## config.mk

```make
export PLATFORM = sky130hd
export DESIGN_NAME = seq_divider
export DESIGN_NICKNAME = d
export VERILOG_FILES = /design/src/rtl/seq_divider.sv
export SDC_FILE = /design/constraint.sdc
export NUM_CORES = 1
export LEC_CHECK = 0
export BUFFER_PORTS_ARGS = -buffer_cell sky130_fd_sc_hd__buf_2
export CAP_MARGIN = 40
export CORE_MARGIN = 2
export CORE_UTILIZATION = 62
export CTS_BUF_LIST = sky130_fd_sc_hd__clkbuf_16
export DETAILED_ROUTE_END_ITERATION = 6
export PLACE_DENSITY = 0.87
export SYNTH_ARGS = -nofsm -noshare
export SYNTH_HDL_FRONTEND = slang
export SYNTH_SLANG_ARGS = --single-unit
```

## constraint.sdc

```tcl
create_clock -name clk -period 6 [get_ports clk]
set_clock_uncertainty 0.1 [all_clocks]
set_input_delay 1.5 -clock clk [delete_from_list [all_inputs] [get_ports clk]]
set_output_delay 1.5 -clock clk [all_outputs]
set_load 0.05 [all_outputs]
```

## src/rtl/seq_divider.sv

```systemverilog
// seq_divider: multi-cycle restoring divider with a valid/ready handshake on
// both sides. It resolves STEPS quotient bits per clock and produces the
// quotient, the remainder and the divide-by-zero / overflow flags.
// Optional feature macro: DIVIDER_SIGNED_EN. When it is defined, is_signed
// selects two's-complement operation. When it is undefined, every operation
// is unsigned and overflow stays 0.
module seq_divider #(
   parameter int unsigned N     = 32,
   parameter int unsigned STEPS = 1
) (
   input  logic         clk,
   input  logic         rst_n,
   input  logic         in_valid,
   output logic         in_ready,
   input  logic [N-1:0] dividend,
   input  logic [N-1:0] divisor,
   input  logic         is_signed,
   output logic         out_valid,
   input  logic         out_ready,
   output logic [N-1:0] quotient,
   output logic [N-1:0] remainder,
   output logic         div_by_zero,
   output logic         overflow,
   output logic         busy
);

   localparam int unsigned ITERS = N / STEPS;
   localparam int unsigned CNT_W = (ITERS > 1) ? $clog2(ITERS) : 1;

   typedef enum logic [1:0] {IDLE, CALC, FIX, DONE} state_t;

   state_t             state;
   logic [CNT_W-1:0]   cnt;
   logic [N-1:0]       rem;
   logic [N-1:0]       acc;
   logic [N-1:0]       dmag;
   logic [N-1:0]       dividend_mag;
   logic [N-1:0]       divisor_mag;
   logic [N-1:0]       rem_nxt;
   logic [N-1:0]       acc_nxt;
   logic [N:0]         shifted;

`ifdef DIVIDER_SIGNED_EN
   logic signed_op;
   logic neg_q;
   logic neg_r;
   logic ovf;

   // Operand magnitudes; in signed mode, negative operands are negated
   always_comb begin
      signed_op    = is_signed;
      dividend_mag = (signed_op && dividend[N-1]) ? N'(-dividend) : dividend;
      divisor_mag  = (signed_op && divisor[N-1])  ? N'(-divisor)  : divisor;
   end
`else
   logic unused_is_signed;

   // Unsigned-only build: operands are used as magnitudes directly
   always_comb begin
      unused_is_signed = is_signed;
      dividend_mag     = dividend;
      divisor_mag      = divisor;
   end
`endif

   // STEPS restoring sub-steps: shift in the next dividend bit, then subtract if it fits
   always_comb begin
      rem_nxt = rem;
      acc_nxt = acc;
      shifted = '0;
      for (int unsigned i = 0; i < STEPS; i++) begin
         shifted = {rem_nxt, acc_nxt[N-1]};
         if (shifted >= {1'b0, dmag}) begin
            rem_nxt = N'(shifted - {1'b0, dmag});
            acc_nxt = {acc_nxt[N-2:0], 1'b1};
         end else begin
            rem_nxt = shifted[N-1:0];
            acc_nxt = {acc_nxt[N-2:0], 1'b0};
         end
      end
   end

   // Control FSM and all registered outputs
   always_ff @(posedge clk or negedge rst_n) begin
      if (!rst_n) begin
         state       <= IDLE;
         cnt         <= '0;
         rem         <= '0;
         acc         <= '0;
         dmag        <= '0;
         in_ready    <= 1'b1;
         out_valid   <= 1'b0;
         busy        <= 1'b0;
         quotient    <= '0;
         remainder   <= '0;
         div_by_zero <= 1'b0;
         overflow    <= 1'b0;
`ifdef DIVIDER_SIGNED_EN
         neg_q       <= 1'b0;
         neg_r       <= 1'b0;
         ovf         <= 1'b0;
`endif
      end else begin
         case (state)
            IDLE: begin
               if (in_valid && in_ready) begin
                  in_ready    <= 1'b0;
                  busy        <= 1'b1;
                  overflow    <= 1'b0;
                  div_by_zero <= (divisor == '0);
                  acc         <= dividend_mag;
                  dmag        <= divisor_mag;
                  rem         <= '0;
                  cnt         <= CNT_W'(ITERS - 1);
`ifdef DIVIDER_SIGNED_EN
                  neg_q <= signed_op && (dividend[N-1] ^ divisor[N-1]);
                  neg_r <= signed_op && dividend[N-1];
                  ovf   <= signed_op && (dividend == {1'b1, {(N-1){1'b0}}})
                           && (divisor == '1);
`endif
                  if (divisor == '0) begin
                     quotient  <= '1;
                     remainder <= dividend;
                     state     <= DONE;
                  end else begin
                     state <= CALC;
                  end
               end
            end
            CALC: begin
               rem <= rem_nxt;
               acc <= acc_nxt;
               if (cnt == '0) begin
                  state <= FIX;
               end else begin
                  cnt <= cnt - CNT_W'(1);
               end
            end
            FIX: begin
`ifdef DIVIDER_SIGNED_EN
               quotient  <= neg_q ? N'(-acc) : acc;
               remainder <= neg_r ? N'(-rem) : rem;
               overflow  <= ovf;
`else
               quotient  <= acc;
               remainder <= rem;
`endif
               out_valid <= 1'b1;
               state     <= DONE;
            end
            DONE: begin
               // The divide-by-zero path arrives with out_valid low; raise it one clock later
               if (!out_valid) begin
                  out_valid <= 1'b1;
               end else if (out_ready) begin
                  out_valid <= 1'b0;
                  in_ready  <= 1'b1;
                  busy      <= 1'b0;
                  state     <= IDLE;
               end
            end
            default: state <= IDLE;
         endcase
      end
   end

endmodule

```

==> reports/summary.txt <==
Status -> finished clean
CP max-delay cell -> o31ai_4
Relative slew slack -> 37.9%
Sequential cell area -> 4280 sq um
Starting DRT DRC Count -> 713
Area Growth Syn to Fin -> 14.5%
Leak -> 5.15 nW
Antenna violations before repair -> 0
Hold Fails Final Rpt -> 0
R2R Setup Slk -> 1.99 ns
Yosys warns -> 0
Final worst path period share -> 66.8%
PortBufs -> 135
Clock Path Buffers -> 2
Share of cells above drive strength 1 -> 19.9%
VDD IR max -> 0.000186 V
Total number of vias -> 7502
RSZ-0062 raised after global routing -> false
Routed wire length per instance -> 17.2 microns
Die Y -> 127 microns
N_diodes -> 0
Htree depth -> 4
Slowest Stage Delay on Critical Path -> 0.68 ns
Detailed-route wire length -> 22100 microns
Seq/Total Area, Yosys -> 45.5%
Root Driver -> clkbuf_16
Total GRT Usage -> 28.1%
Crit Path Max Fanout -> 23
CP required -> 6.19 ns
Main flop type after synthesis -> dfrtp_1
Hold crit path type -> reg2reg
Worst path bufs/invs -> 1
Post-DP HPWL -> 15800 microns
Crit-path cells -> ha_1 -> nand4_1 -> nor2_1 -> a21boi_2 -> o211ai_2 -> a2111oi_4 -> nor2_2 -> o31ai_4 -> buf_4 -> mux2i_1 -> o22ai_1
CTS tree -> done
Crit path kind -> reg2reg
Post-route minimum period -> 4.01 ns
Vias per Instance -> 5.84
Final setup violation count -> 0
Dpl cells -> 1252
Hold_ws -> 0.378 ns
PD cells -> 225 nW/um^2
Global route overflow -> 0
Delay-heaviest family, CP -> compound AO/OA/AOI/OAI gates
Multi-input logic area -> 4610 sq um
Top post-synthesis cells by area -> dfrtp_1 (45%), mux2i_1 (10%), ha_1 (5.2%)
Vias in the first global route -> 7138
Sink Count -> 171
Gate Count Post-Synth -> 977
Count leader, synth -> dfrtp_1
# IOs -> 138
Cts hold-fix bufs -> 0
Worst path depth -> 11
Yosys top cell area share -> 45.2%
Core area -> 15000 sq um
RR Endpoint -> rem[25]
CTS clk-pin slew, worst paths -> 0.07 ns
Worst r2r src -> rem[5]
R2R depth -> 11
Post-synth EDFFs -> 0
Synthesized area per cell -> 9.62 sq um
TNS Setup -> 0 ns
Max-slew violations -> 0
DRT antenna net count -> 0
First-pass GRT wire length -> 36100 microns
Resize count post-CTS -> 0
Critical path capture point type -> flip-flop
CP endpoint -> rem[25]
Worst setup SP type -> flip-flop
Cell type with the largest total area after synthesis -> dfrtp_1
Post-CTS setup buffer count -> 0
Worst-Skew Late Latency -> 0.43 ns
Cell variety after synth -> 60
Pin count of the biggest net entering global routing -> 129
Worst Setup SP -> rem[5]
Worst-Margin Slew -> 0.931 ns
Filler cells -> 1070
Initial Util -> 62.5%
#FFs+latches synth -> 171
Post-synth top cells -> dfrtp_1 (170), mux2i_1 (95), nand2_1 (90)
Row cnt -> 45
Data arrival time of the critical path -> 4.20 ns
Synth async-reset ratio -> 100%
Final nets -> 1192
CTS buffer count -> 17
Syn Nets -> 1086
Die Wd -> 127 microns
Final std cells w/o fill -> 1284
DR DRC count -> 0
Final core occ -> 71.6%
Full die area -> 16200 sq um
Max-Cap Viols -> 0
Post-Syn Area -> 9400 sq um
Routability cong. -> 0.891
Max Fclk -> 0.249 GHz
DRT Pass-1 Iters -> 5
flip-flops by register name (all words and copies together), names as in the netlist:
name / flops
acc: 32
busy: 1
cnt: 5
div_by_zero: 1
dmag: 32
in_ready: 1
out_valid: 1
quotient: 32
rem: 32
remainder: 32
state: 2
stage by stage:
step                      instance area [sq um]  worst slack (ns)  power (W)
after floorplan                            9400              2.73    0.00128
after detailed placement                  10200              2.09    0.00136
after global placement                    10200              2.13    0.00136
after global routing                      10800              1.74    0.00249
after CTS                                 10800              2.02    0.00243
final                                     10800              1.99    0.00242
per-layer routing:
metal	track usage [%]	vias to the layer above	share of wire, %	wire (microns)
li1	-	3631	-	-
met1	39.4	3570	45	9890
met2	44.7	265	48	10500
met3	5.07	36	5.7	1260
met4	9.24	0	1.9	428
met5	0	-	0	0
layout by cell type, fill, tap and decap left out, types with 4 or more instances in the layout:
master and count:
clkbuf_16 17, ha_1 37, nand4_1 10, nand2_1 90, o21ai_1 27, nand2b_1 5, a31oi_1 35, buf_2 134
o22ai_1 4, buf_4 7, o21ai_0 56, a22o_1 4, xnor2_1 20, a221oi_1 4, a21oi_1 61, nor2_1 84
mux2i_1 95, nor4_1 10, mux2_2 32, o21bai_1 5, nand3_1 11, xor2_1 13, inv_1 77, dfrtp_1 170
a21o_1 17, o21a_1 6
where the power goes:
part | total [W] | switching [W] | internal (W)
sequential | 0.00119 | 0.0000159 | 0.00117
combinational | 0.000149 | 0.000105 | 0.0000435
clock | 0.00108 | 0.000467 | 0.000613
layout make-up:
class | count | area share [%]
Clock buffer | 17 | 3.95
Sequential cell | 171 | 39.7
Timing Repair Buffer | 144 | 7.26
Multi-Input combinational cell | 672 | 42.8
Inverter | 77 | 2.68
Tap cell | 188 | 2.18
Clock inverter | 15 | 1.38
cell families (layout without fill, tap and decap cells):
family / Yosys count / after routing / share of synthesized area, %
buf+inv: 134 / 253 / 5.66
xor+xnor: 33 / 33 / 3.07
flops: 171 / 171 / 45.5
mux: 127 / 127 / 13.9
other cells: 1 / 1 / 0.0399
fa+ha+maj: 40 / 40 / 5.40
simple gates: 225 / 225 / 10.3
compound gates: 246 / 246 / 16.1
worst min-delay path, delay by kind of cell (launching register included):
kind,cells,cell delay [ns]
flip-flops,1,0.34
AND/OR/NAND/NOR,2,0.10
worst min-delay path by stage:
stage	from	to	slack, ns	cells past startpoint
after global placement	div_by_zero	div_by_zero	0.36	2
after floorplan	acc[31]	acc[31]	0.35	2
after global routing	div_by_zero	div_by_zero	0.39	2
after CTS	div_by_zero	div_by_zero	0.37	2
final	div_by_zero	div_by_zero	0.38	2
after detailed placement	div_by_zero	div_by_zero	0.36	2
Note: power is estimated with default switching activity, not from simulation.
